<file path="src/rtl/sysbus_decoder.sv">
// sysbus_decoder
// Region-matched address decoder and read-data return mux for the RISC_V
// system bus. Routes each access to one of N_SLAVES slave ports by comparing
// the address field m_addr[SEL_HI:SEL_LO] against a per-slave region code.
// Read data comes back exactly one cycle after the request. Unmapped accesses
// are logged in sticky error status registers.
//
// Ports
//   clk, rst        system clock, asynchronous active-high reset
//   m_en, m_rdwr    master request strobe and direction (1=write, 0=read)
//   m_addr          master byte address
//   m_wr_data       master write data
//   m_mask          master byte write mask
//   m_rd_data       read data, valid the cycle after a read request
//   s_en            per-slave enable, one-hot or zero
//   s_rdwr, s_addr, s_wr_data, s_mask
//                   broadcast request fields (s_addr is word aligned)
//   s_rd_data       packed slave read data, slave i at [i*DATA_W +: DATA_W]
//   err_clr         clear the error status
//   err_flag        sticky unmapped-access flag
//   err_addr        address of the first unmapped access since the last clear
//   err_count       saturating unmapped-access count
module sysbus_decoder #(
  parameter int N_SLAVES = 4,
  parameter int ADDR_W   = 32,
  parameter int DATA_W   = 32,
  parameter int SEL_HI   = 31,
  parameter int SEL_LO   = 28,
  parameter logic [N_SLAVES*(SEL_HI-SEL_LO+1)-1:0] SLAVE_REGION = {4'h3, 4'hA, 4'h9, 4'h0},
  parameter logic [N_SLAVES-1:0] REG_RD = 4'b0010,
  parameter int DEFAULT_SLAVE = 0,
  parameter logic [DATA_W-1:0] DEFAULT_RDATA = 32'hDEAD_BEEF
) (
  input  logic                         clk,
  input  logic                         rst,
  input  logic                         m_en,
  input  logic                         m_rdwr,
  input  logic [ADDR_W-1:0]            m_addr,
  input  logic [DATA_W-1:0]            m_wr_data,
  input  logic [DATA_W/8-1:0]          m_mask,
  output logic [DATA_W-1:0]            m_rd_data,
  output logic [N_SLAVES-1:0]          s_en,
  output logic                         s_rdwr,
  output logic [ADDR_W-1:0]            s_addr,
  output logic [DATA_W-1:0]            s_wr_data,
  output logic [DATA_W/8-1:0]          s_mask,
  input  logic [N_SLAVES*DATA_W-1:0]   s_rd_data,
  input  logic                         err_clr,
  output logic                         err_flag,
  output logic [ADDR_W-1:0]            err_addr,
  output logic [7:0]                   err_count
);

  localparam int RW    = SEL_HI - SEL_LO + 1;
  localparam int IDX_W = (N_SLAVES > 1) ? $clog2(N_SLAVES) : 1;

  // Parameter sanity checks, reported while the design is elaborated.
  if (N_SLAVES < 1 || N_SLAVES > 8) begin : g_bad_n
    $error("sysbus_decoder: N_SLAVES must be in 1..8");
  end
  if (DEFAULT_SLAVE < 0 || DEFAULT_SLAVE > N_SLAVES) begin : g_bad_default
    $error("sysbus_decoder: DEFAULT_SLAVE must be in 0..N_SLAVES");
  end
  for (genvar gi = 0; gi < N_SLAVES; gi++) begin : g_dup_outer
    for (genvar gj = gi + 1; gj < N_SLAVES; gj++) begin : g_dup_inner
      if (SLAVE_REGION[gi*RW +: RW] == SLAVE_REGION[gj*RW +: RW]) begin : g_dup
        $error("sysbus_decoder: duplicated SLAVE_REGION entry");
      end
    end
  end

  logic [IDX_W-1:0]           sel_idx;
  logic                       unmapped;
  logic                       rd_req;

  logic [IDX_W-1:0]           rd_sel_q, rd_sel_d;
  logic                       rd_err_q, rd_err_d;
  logic [N_SLAVES*DATA_W-1:0] cap_q, cap_d;

  logic                       err_flag_q, err_flag_d;
  logic [ADDR_W-1:0]          err_addr_q, err_addr_d;
  logic [7:0]                 err_count_q, err_count_d;

  // Request fields go to every slave unconditionally; only s_en qualifies them.
  assign s_rdwr    = m_rdwr;
  assign s_addr    = {m_addr[ADDR_W-1:2], 2'b00};
  assign s_wr_data = m_wr_data;
  assign s_mask    = m_mask;

  assign rd_req = m_en & ~m_rdwr;

  // Region decode. Scanning from the top index down lets the lowest matching
  // slave overwrite any higher one, so the lowest index wins on overlap.
  // Without a hit, the access goes to the default slave, or is flagged
  // unmapped when no default slave exists.
  always_comb begin
    logic hit;
    hit      = 1'b0;
    sel_idx  = '0;
    unmapped = 1'b0;
    for (int i = N_SLAVES - 1; i >= 0; i--) begin
      if (m_addr[SEL_HI:SEL_LO] == SLAVE_REGION[i*RW +: RW]) begin
        hit     = 1'b1;
        sel_idx = IDX_W'(i);
      end
    end
    if (!hit) begin
      if (DEFAULT_SLAVE == N_SLAVES) begin
        unmapped = 1'b1;
      end else begin
        sel_idx = IDX_W'(DEFAULT_SLAVE);
      end
    end
    s_en = '0;
    for (int k = 0; k < N_SLAVES; k++) begin
      s_en[k] = m_en & ~unmapped & (sel_idx == IDX_W'(k));
    end
  end

  // Read pipeline next state. The selected slave and the unmapped status are
  // remembered on each read request; slaves that return combinational data
  // have it captured here so every slave presents the same one-cycle latency.
  always_comb begin
    rd_sel_d = rd_sel_q;
    rd_err_d = rd_err_q;
    cap_d    = cap_q;
    if (rd_req) begin
      rd_sel_d = sel_idx;
      rd_err_d = unmapped;
      for (int i = 0; i < N_SLAVES; i++) begin
        if (REG_RD[i]) begin
          cap_d[i*DATA_W +: DATA_W] = s_rd_data[i*DATA_W +: DATA_W];
        end
      end
    end
  end

  // Read return mux: unmapped reads get the fixed pattern, captured slaves
  // return the capture register, the rest pass their own registered data.
  always_comb begin
    m_rd_data = '0;
    for (int i = 0; i < N_SLAVES; i++) begin
      if (rd_sel_q == IDX_W'(i)) begin
        if (REG_RD[i]) begin
          m_rd_data = cap_q[i*DATA_W +: DATA_W];
        end else begin
          m_rd_data = s_rd_data[i*DATA_W +: DATA_W];
        end
      end
    end
    if (rd_err_q) begin
      m_rd_data = DEFAULT_RDATA;
    end
  end

  // Error status next state. A clear and a new error in the same cycle
  // behave as if the clear came first, so the new error is recorded fresh.
  always_comb begin
    err_flag_d  = err_flag_q;
    err_addr_d  = err_addr_q;
    err_count_d = err_count_q;
    if (err_clr) begin
      err_flag_d  = 1'b0;
      err_addr_d  = '0;
      err_count_d = '0;
    end
    if (m_en && unmapped) begin
      err_flag_d = 1'b1;
      if (!err_flag_q || err_clr) begin
        err_addr_d = m_addr;
      end
      if (err_clr) begin
        err_count_d = 8'd1;
      end else if (err_count_q != 8'hFF) begin
        err_count_d = err_count_q + 8'd1;
      end
    end
  end

  // All state registers share the asynchronous reset.
  always_ff @(posedge clk or posedge rst) begin
    if (rst) begin
      rd_sel_q    <= '0;
      rd_err_q    <= 1'b0;
      cap_q       <= '0;
      err_flag_q  <= 1'b0;
      err_addr_q  <= '0;
      err_count_q <= '0;
    end else begin
      rd_sel_q    <= rd_sel_d;
      rd_err_q    <= rd_err_d;
      cap_q       <= cap_d;
      err_flag_q  <= err_flag_d;
      err_addr_q  <= err_addr_d;
      err_count_q <= err_count_d;
    end
  end

  assign err_flag  = err_flag_q;
  assign err_addr  = err_addr_q;
  assign err_count = err_count_q;

endmodule

</file>
<file path="config.mk">
export PLATFORM = sky130hd
export DESIGN_NAME = sysbus_decoder
export DESIGN_NICKNAME = d
export VERILOG_FILES = /design/src/rtl/sysbus_decoder.sv
export SDC_FILE = /design/constraint.sdc
export NUM_CORES = 1
export LEC_CHECK = 0
export ABC_AREA = 1
export CAP_MARGIN = 20
export CORE_AREA = 8 8 128 130
export CTS_CLUSTER_SIZE = 24
export DETAILED_ROUTE_END_ITERATION = 10
export DIE_AREA = 0 0 136 138
export SYNTH_ARGS = -nofsm -noshare
export SYNTH_HDL_FRONTEND = slang
export SYNTH_SLANG_ARGS = --single-unit
</file>
<file path="constraint.sdc">
create_clock -name clk -period 2.6 [get_ports clk]
set_input_delay 0.52 -clock clk [delete_from_list [all_inputs] [get_ports clk]]
set_output_delay 0.52 -clock clk [all_outputs]
set_load 0.05 [all_outputs]
</file>
== Word-level counts from Yosys, hierarchy flattened ==
Index checks and enable logic that the tools add are counted.

* Register bits: 34
* Bits of input ports: 201
* Word-level logic and storage cells: 33

* Equal/unequal tests: 9
* Multiplexer cells: 13
* Bitwise gates (word level): 6
* Reductions and logical operators: 3

{| class="wikitable"
|+ Operators by type and width
! operator !! number
|-
| $mux W32 || 4
|-
| $mux W2 || 5
|-
| $eq A2 B2 Y1 const B || 4
|-
| $eq A4 B4 Y1 const B || 2
|-
| $and A1 B1 Y1 || 5
|-
| $eq A2 B1 Y1 const B || 2
|-
| $eq A4 B2 Y1 const B || 1
|-
| $logic_not A2 Y1 || 2
|-
| $logic_not A4 Y1 || 1
|-
| $mux W1 || 4
|-
| $not A1 Y1 || 1
|}

== Longest topological paths before layout ==
Gate-level depths: netlist of the first run.

* Depth after elaboration: 8
* Mapped depth: 6
* Depth with buffers taken out: 6

== Worst setup path before layout of the first run ==
No wires, ideal clock.

* Path kind: input to output
* Start point: input m_addr[28]
* End point: output s_en[0]
* Arrival: 1402 ps
* Data required time: 2080 ps
* Slack: 678 ps
* Stages: 5
* Path buffers: 0
* Cell sequence: nand2_1 > inv_1 > nand2_1 > nand2_1 > nor2_1

* Longest elaborated chain between the ends: 8
* Elaborated cells between the ends (all ways): 15
* Classes of those cells: 3 x eq/ne; 9 x mux; 1 x bitwise; 2 x reduce/logical

{| class="wikitable"
|+ RTL lines
! what !! RTL line !! RTL
|-
| start: declaration || 38 || <nowiki>input logic [ADDR_W-1:0] m_addr,</nowiki>
|-
| $eq A4 B2 Y1 || 102 || <nowiki>if (m_addr[SEL_HI:SEL_LO] == SLAVE_REGION[i*RW +: RW]) begin</nowiki>
|-
| $mux W2 or $mux W1 (tied branches) (4 in series) || 102 ||
|-
| $mux W2 (*) || 107 || <nowiki>if (!hit) begin</nowiki>
|-
| $logic_not A2 Y1 (*) || 116 || <nowiki>s_en[k] = m_en & ~unmapped & (sel_idx == IDX_W'(k));</nowiki>
|-
| $and A1 B1 Y1 (*) || 116 ||
|-
| end: declaration || 42 || <nowiki>output logic [N_SLAVES-1:0] s_en,</nowiki>
|}

Every way passes the cells marked *; elsewhere a longest branch is shown, timed or not.

== Worst setup path after layout of the first run ==
* Start point: register rd_sel_q[0]
* End point: output m_rd_data[25]

* Longest elaborated chain between the ends: 5
* Elaborated cells between the ends (all ways): 8
* Classes of those cells: 3 x eq/ne; 4 x mux; 1 x reduce/logical

{| class="wikitable"
|+ RTL lines
! what !! RTL line !! RTL
|-
| start: declaration || 76 || <nowiki>logic [IDX_W-1:0] rd_sel_q, rd_sel_d;</nowiki>
|-
| start signal: assignment || 190 || <nowiki>rd_sel_q <= rd_sel_d;</nowiki>
|-
| $logic_not A2 Y1 || 143 || <nowiki>if (rd_sel_q == IDX_W'(i)) begin</nowiki>
|-
| $mux W32 (3 in series) || 143 ||
|-
| $mux W32 (*) || 143 ||
|-
| end: declaration || 41 || <nowiki>output logic [DATA_W-1:0] m_rd_data,</nowiki>
|}

Marks and branches as above.

==> metrics.txt, run 1 <==
# TYPE chip_impl_metric gauge
chip_impl_metric{name="synth-warning-count",unit=""} 0
chip_impl_metric{name="synth_adder_area_share",unit=""} 0
chip_impl_metric{name="pin_count_of_the_biggest_net_entering_global_routing",unit=""} 35
chip_impl_metric{name="worst_pin_slew",unit="ns"} 0.648
chip_impl_info{name="post_synth_main_area_contributors",value="nand2_1, dfrtp_1, buf_4, nand4_1, buf_2"} 1
chip_impl_metric{name="grt_antenna_before_repair",unit=""} 0
chip_impl_metric{name="max_cap_violations",unit=""} 0
chip_impl_metric{name="area.growth.synth_to_final",unit="%"} 62.3
chip_impl_metric{name="cts_max_path_buffers",unit=""} 2
chip_impl_metric{name="finalWorstPathRequiredPeriod",unit="ns"} 2.30
chip_impl_metric{name="port_buffers",unit=""} 176
chip_impl_metric{name="overall_power_consumption",unit="mW"} 2.53
chip_impl_info{name="cp-end-kind",value="output pin"} 1
chip_impl_metric{name="fin_area",unit="um2"} 4800
chip_impl_info{name="combinational_family_with_the_most_area_after_synthesis",value="simple AND/OR/NAND/NOR gates"} 1
chip_impl_info{name="path_cells",value="nand2_1 -> inv_2 -> buf_12 -> nand2_1 -> nand4_1 -> buf_12"} 1
chip_impl_metric{name="routed_wl",unit="mm"} 11.5
chip_impl_metric{name="clock-skew-final",unit="ns"} 0
chip_impl_metric{name="cts_htree_levels",unit=""} 2
chip_impl_metric{name="number_of_flops_mapped_to_enable_cells_by_yosys",unit=""} 0
chip_impl_info{name="critPathSlowestCell",value="dfrtp_1"} 1
chip_impl_metric{name="placed_standard_cell_area",unit="um2"} 4650
chip_impl_metric{name="post-cts-setup-buffers",unit=""} 0
chip_impl_metric{name="synth_simple_gate_area_share",unit=""} 0.389
chip_impl_info{name="netlist_top_cells_count",value="nand2_1, buf_4, dfrtp_1, nand4_1, buf_2"} 1
chip_impl_info{name="grt_setup_unrepaired",value="false"} 1
chip_impl_metric{name="totalNegativeSetupSlack",unit="ns"} 0
chip_impl_metric{name="netlist_instances",unit=""} 455
chip_impl_metric{name="die_area",unit="um2"} 18800
chip_impl_info{name="status",value="completed"} 1
chip_impl_metric{name="powerDensity",unit="nW/um2"} 527
chip_impl_metric{name="synth-compound-area-share",unit=""} 0
chip_impl_metric{name="placementRows",unit=""} 44
chip_impl_info{name="holdCritStartpoint",value="cap_q[33]"} 1
chip_impl_metric{name="yosys-mux-area-fraction",unit=""} 0
chip_impl_metric{name="detail_route.first_pass.iterations",unit=""} 4
chip_impl_metric{name="cts_buffers",unit=""} 5
chip_impl_metric{name="timing_max_transition_violations_final",unit=""} 0
chip_impl_metric{name="avgSynthCellArea",unit="um2"} 6.50
chip_impl_metric{name="drt_iter0_markers",unit=""} 97
chip_impl_metric{name="irDropWorstVdd",unit="mV"} 0.209
chip_impl_metric{name="worst_skew_pair.late_latency",unit="ns"} 0.27
chip_impl_metric{name="io-pin-count",unit=""} 347
chip_impl_metric{name="cts_resized",unit=""} 0
chip_impl_metric{name="antenna_cells_inserted",unit=""} 0
chip_impl_metric{name="layout_cell_share_with_drive_strength_beyond_1",unit=""} 0.119
chip_impl_metric{name="synth_top_area_frac",unit=""} 0.302
chip_impl_metric{name="detailroute.via_count",unit=""} 2956
chip_impl_metric{name="wl_per_cell",unit="um"} 15.4
chip_impl_metric{name="cts.sinks",unit=""} 34
chip_impl_metric{name="hpwl",unit="mm"} 9.31
chip_impl_info{name="critical_path.startpoint_type",value="register"} 1
chip_impl_metric{name="timing.fmax",unit="MHz"} 434
chip_impl_metric{name="slowest_delay",unit="ns"} 0.51
chip_impl_metric{name="synthXorXnorAreaFrac",unit=""} 0
chip_impl_metric{name="grt_overflow",unit=""} 0
chip_impl_metric{name="final_setup_violation_count",unit=""} 0
chip_impl_metric{name="chipWidth",unit="um"} 136
chip_impl_info{name="cts_tree",value="yes"} 1
chip_impl_metric{name="grt_pass1_wl",unit="mm"} 17.1
chip_impl_info{name="synth_top_area_cell",value="nand2_1"} 1
chip_impl_metric{name="hold_violations",unit=""} 0
chip_impl_metric{name="fin_hold_ws",unit="ns"} 0.470
chip_impl_metric{name="grt_usage",unit=""} 0.117
chip_impl_info{name="hold_path.class",value="register to register"} 1
chip_impl_metric{name="core_area",unit="um2"} 14300
chip_impl_info{name="most_common_cell_in_the_synthesized_netlist",value="nand2_1"} 1
chip_impl_metric{name="synth_sequential_area_ratio",unit=""} 0.288
chip_impl_metric{name="worstPathArrival",unit="ns"} 1.78
chip_impl_info{name="critical_path_class",value="register to output pin"} 1
chip_impl_metric{name="final.fill_count",unit=""} 1555
chip_impl_metric{name="die_height",unit="um"} 138
chip_impl_metric{name="number_of_global_route_vias_before_repair",unit=""} 3141
chip_impl_metric{name="clkTransAtPathRegs",unit="ns"} 0.06
chip_impl_metric{name="holdBufCountCts",unit=""} 0
chip_impl_metric{name="static_power_due_to_leakage",unit="nW"} 2.22
chip_impl_metric{name="avgViaCountPerCell",unit=""} 3.96
chip_impl_metric{name="drcViolationCount",unit=""} 0
chip_impl_metric{name="global_placement_routability_congestion",unit=""} 0.723
chip_impl_info{name="clk_tree_root_cell",value="clkbuf_16"} 1
chip_impl_metric{name="fraction_of_registers_with_async_set_or_reset_after_synthesis",unit=""} 1.00
chip_impl_metric{name="initial_core_util",unit=""} 0.207
chip_impl_metric{name="num-nets-final",unit=""} 762
chip_impl_info{name="worstReg2RegStart",value="rd_sel_q[1]"} 1
chip_impl_metric{name="path_max_fanout",unit=""} 17
chip_impl_metric{name="postRouteAntennaNets",unit=""} 0
chip_impl_info{name="worst_setup_path_startpoint",value="rd_sel_q[0]"} 1
chip_impl_metric{name="final.period_utilization",unit=""} 0.886
chip_impl_metric{name="netlist_area",unit="um2"} 2960
chip_impl_metric{name="postSynthRegisterBits",unit=""} 34
chip_impl_metric{name="crit_required",unit="ns"} 2.08
chip_impl_metric{name="post-route-util",unit=""} 0.335
chip_impl_metric{name="max-slew-margin-rel",unit=""} 0.567
chip_impl_metric{name="post_synth_num_cell_types",unit=""} 11
chip_impl_info{name="ys_dominant_reg_cell",value="dfrtp_1"} 1
[critical path: cells and delay by family, from the launching register on]
family                 cells  cell delay, ns
flip-flops                 1            0.51
AND/OR/NAND/NOR            3            0.33
buffers and inverters      3            0.65
[registers in the layout, summed over array words and instances (netlist names)]
register / flops
cap_q: 32
rd_sel_q: 2
[kinds of logic after synthesis]
group,Yosys count
other,1
buffers and inverters,138
DFF,34
and+or+nand+nor,282
[cell type report]
class | count | area (um2) | share of cell area
timing repair buffer | 185 | 2200 | 0.459
clock inverter | 2 | 12.5 | 0.00261
clock buffer | 6 | 139 | 0.0289
sequential | 34 | 851 | 0.177
tap | 184 | 230 | 0.0479
inverter | 10 | 37.5 | 0.00782
multi-input combinational | 325 | 1330 | 0.277
[metrics by stage]
stage	cells	setup slack, ns
2_1_floorplan	497	0.678
3_3_place_gp	738	0.430
3_5_place_dp	738	0.397
4_1_cts	746	0.249
5_1_grt	746	0.182
6_report	746	0.296
[final timing paths]
kind | to | slack, ns | cells after the start
worst max-delay path | m_rd_data[25] | 0.30 | 6
max in group asynchronous | cap_q[41] | 1.60 | 3
min in group asynchronous | cap_q[37] | 0.66 | 3
worst min-delay path | cap_q[33] | 0.47 | 2
worst max register to register | rd_sel_q[1] | 1.84 | 2
worst min register to register | cap_q[33] | 0.47 | 2
[placed cells by master (no fill, tap or decap)]
cell type / Yosys / routed
buf_12: 0 / 38
buf_4: 110 / 12
clkbuf_16: 0 / 5
clkbuf_8: 0 / 1
clkdlybuf4s50_1: 0 / 135
clkinv_1: 0 / 1
clkinv_2: 0 / 1
clkinvlp_4: 0 / 1
conb_1: 1 / 43
dfrtp_1: 34 / 34
inv_1: 5 / 4
inv_2: 5 / 5
nand2_1: 238 / 238
nand4_1: 32 / 32
nor2_1: 9 / 8
nor2_4: 1 / 4
[where the power goes]
group	switching (mW)	internal [mW]
sequential	0.0396	0.594
combinational	0.720	0.568
clock	0.228	0.379
total	0.987	1.54
[layer usage]
metal | share of wire | global-route usage
met1 | 0.35 | 0.114
met2 | 0.47 | 0.197
met3 | 0.14 | 0.0609
met4 | 0.044 | 0.0590
met5 | 0 | 0
Note: power is estimated with default switching activity, not from simulation.
==> run 2, diff against run 1 <==
--- a/config.mk
+++ b/config.mk
@@ -11,6 +11,7 @@
 export CTS_CLUSTER_SIZE = 24
 export DETAILED_ROUTE_END_ITERATION = 10
 export DIE_AREA = 0 0 136 138
+export PLACE_DENSITY = 0.76
 export SYNTH_ARGS = -nofsm -noshare
 export SYNTH_HDL_FRONTEND = slang
 export SYNTH_SLANG_ARGS = --single-unit
==> run 2 against run 1 <==
Critical path type unchanged; combinational power is essentially flat; count of clock-buffer cells in the layout increased by 1; sequential share of layout area grew 0.060 points; sequential cell count did not move.
==> metrics.txt, run 2 (synthesis results as in run 1) <==
# TYPE chip_impl_metric gauge
chip_impl_info{name="critPathSlowestCell",value="dfrtp_1"} 1
chip_impl_info{name="hold_path.class",value="register to register"} 1
chip_impl_info{name="path_cells",value="nand2_1 -> inv_2 -> buf_12 -> nand2_1 -> nand4_1 -> buf_12"} 1
chip_impl_metric{name="timing.fmax",unit="MHz"} 436
chip_impl_metric{name="cts_htree_levels",unit=""} 2
chip_impl_metric{name="cts_buffers",unit=""} 5
chip_impl_info{name="largest_register",value="cap_q"} 1
chip_impl_metric{name="antenna_cells_inserted",unit=""} 0
chip_impl_metric{name="final_setup_violation_count",unit=""} 0
chip_impl_info{name="critical_path.startpoint_type",value="register"} 1
chip_impl_metric{name="crit_path_setup_slack_layout",unit="ns"} 0.306
chip_impl_metric{name="max_cap_violations",unit=""} 0
chip_impl_metric{name="slowest_delay",unit="ns"} 0.50
chip_impl_metric{name="routed_wl",unit="mm"} 11.7
chip_impl_info{name="maxUsedRoutingLayer",value="met5"} 1
chip_impl_metric{name="cts_max_path_buffers",unit=""} 2
chip_impl_info{name="layout_common_cells",value="nand2_1, clkdlybuf4s50_1, conb_1"} 1
chip_impl_metric{name="post-route-util",unit=""} 0.334
chip_impl_metric{name="initial_core_util",unit=""} 0.207
chip_impl_metric{name="post-cts-setup-buffers",unit=""} 0
chip_impl_metric{name="timing.hold.worst_path_depth",unit=""} 2
chip_impl_metric{name="grt_pass1_wl",unit="mm"} 17.9
chip_impl_metric{name="finalWorstPathRequiredPeriod",unit="ns"} 2.29
chip_impl_metric{name="routedLengthMet1",unit="mm"} 4.19
chip_impl_metric{name="hold_violations",unit=""} 0
chip_impl_metric{name="wl_per_cell",unit="um"} 15.7
chip_impl_metric{name="grt_usage",unit=""} 0.121
chip_impl_metric{name="pin_count_of_the_biggest_net_entering_global_routing",unit=""} 35
chip_impl_metric{name="hpwl",unit="mm"} 9.70
chip_impl_metric{name="grt_overflow",unit=""} 0
chip_impl_metric{name="die_area",unit="um2"} 18800
chip_impl_metric{name="number_of_global_route_vias_before_repair",unit=""} 3232
chip_impl_metric{name="worstPathArrival",unit="ns"} 1.77
chip_impl_metric{name="crit_required",unit="ns"} 2.08
chip_impl_metric{name="max-slew-margin-rel",unit=""} 0.490
chip_impl_metric{name="num-nets-final",unit=""} 762
chip_impl_metric{name="placementRows",unit=""} 44
chip_impl_metric{name="cts_resized",unit=""} 0
chip_impl_metric{name="port_buffers",unit=""} 176
chip_impl_info{name="registers_with_the_highest_flip_flop_counts",value="cap_q: 32 flops, rd_sel_q: 2 flops"} 1
chip_impl_metric{name="largest_register_ffs",unit=""} 32
chip_impl_metric{name="met2WireLength",unit="mm"} 5.39
chip_impl_metric{name="ff2ff_path_depth",unit=""} 2
chip_impl_metric{name="die_height",unit="um"} 138
chip_impl_info{name="grt_setup_unrepaired",value="false"} 1
chip_impl_metric{name="drcViolationCount",unit=""} 0
chip_impl_metric{name="holdBufCountCts",unit=""} 0
chip_impl_info{name="status",value="completed"} 1
chip_impl_metric{name="area.growth.synth_to_final",unit="%"} 61.7
chip_impl_metric{name="powerDensity",unit="nW/um2"} 529
chip_impl_info{name="clk_tree_root_cell",value="clkbuf_16"} 1
chip_impl_metric{name="final.period_utilization",unit=""} 0.882
chip_impl_metric{name="timing_max_transition_violations_final",unit=""} 0
chip_impl_info{name="cts_tree",value="yes"} 1
chip_impl_metric{name="clock-skew-final",unit="ns"} 0
chip_impl_metric{name="worst_skew_pair.late_latency",unit="ns"} 0.27
chip_impl_metric{name="detail_route.first_pass.iterations",unit=""} 4
chip_impl_metric{name="detailedPlace.worstSlack",unit="ns"} 0.385
chip_impl_info{name="cp-end-kind",value="output pin"} 1
chip_impl_metric{name="postRouteAntennaNets",unit=""} 0
chip_impl_metric{name="dr_wl_met3",unit="mm"} 1.64
chip_impl_metric{name="cts.sinks",unit=""} 34
chip_impl_metric{name="drt_iter0_markers",unit=""} 93
chip_impl_metric{name="path_max_fanout",unit=""} 17
chip_impl_metric{name="clkTransAtPathRegs",unit="ns"} 0.05
chip_impl_metric{name="global_placement_routability_congestion",unit=""} 0.749
chip_impl_metric{name="avgViaCountPerCell",unit=""} 3.99
chip_impl_metric{name="worst_pin_slew",unit="ns"} 0.763
chip_impl_metric{name="detailroute.via_count",unit=""} 2980
chip_impl_metric{name="core_area",unit="um2"} 14300
chip_impl_metric{name="static_power_due_to_leakage",unit="nW"} 2.22
chip_impl_metric{name="totalNegativeSetupSlack",unit="ns"} 0
chip_impl_info{name="most_common_cell_after_layout_fill_and_taps_aside",value="nand2_1"} 1
chip_impl_metric{name="chipWidth",unit="um"} 136
chip_impl_metric{name="fin_area",unit="um2"} 4790
chip_impl_metric{name="grt_antenna_before_repair",unit=""} 0
chip_impl_metric{name="io-pin-count",unit=""} 347
chip_impl_info{name="critical_path_class",value="register to output pin"} 1
chip_impl_metric{name="irDropWorstVdd",unit="mV"} 0.208
chip_impl_metric{name="placed_standard_cell_area",unit="um2"} 4640
chip_impl_metric{name="layout_cell_share_with_drive_strength_beyond_1",unit=""} 0.119
-- run 2: layout make-up --
class / count / area (um2)
Timing Repair Buffer: 185 / 2190
Sequential cell: 34 / 851
Clock inverter: 1 / 5.00
Fill cell: 1539 / 9530
Inverter: 10 / 37.5
Tap cell: 184 / 230
Multi-Input combinational cell: 325 / 1330
Clock buffer: 7 / 143
-- run 2: power breakdown --
group	switching [mW]	leakage [nW]	internal [mW]
logic	0.727	1.72	0.564
registers	0.0394	0.423	0.594
clock network	0.228	0.0739	0.380
-- run 2: worst max-delay path, delay by kind of cell, from the launching register on --
kind / cells / cell delay (ns)
buffers and inverters: 3 / 0.65
and+or+nand+nor: 3 / 0.33
DFF: 1 / 0.50
-- run 2: metrics by stage --
step,total power [mW],std cells,hold WS (ns)
finish,2.53,746,0.468
global route,2.66,746,0.494
CTS,2.57,746,0.474
detailed placement,1.94,738,0.459
global placement,1.93,738,0.455
floorplan,1.59,497,0.442
-- run 2: worst paths after layout --
path                             startpoint      endpoint  slack, ns
worst max-delay path            rd_sel_q[0]  m_rd_data[7]       0.31
worst min-delay path              cap_q[44]     cap_q[44]       0.47
worst max register to register  rd_sel_q[0]   rd_sel_q[0]       1.85
worst min register to register    cap_q[44]     cap_q[44]       0.47
max in group asynchronous               rst     cap_q[42]       1.41
min in group asynchronous               rst     cap_q[59]       0.70
-- run 2: metal layers --
metal | vias to the layer above | global-route usage
met5 | - | 0.0166
met4 | 2 | 0.0596
met3 | 36 | 0.0667
met2 | 188 | 0.193
met1 | 1288 | 0.125
li1 | 1466 | -
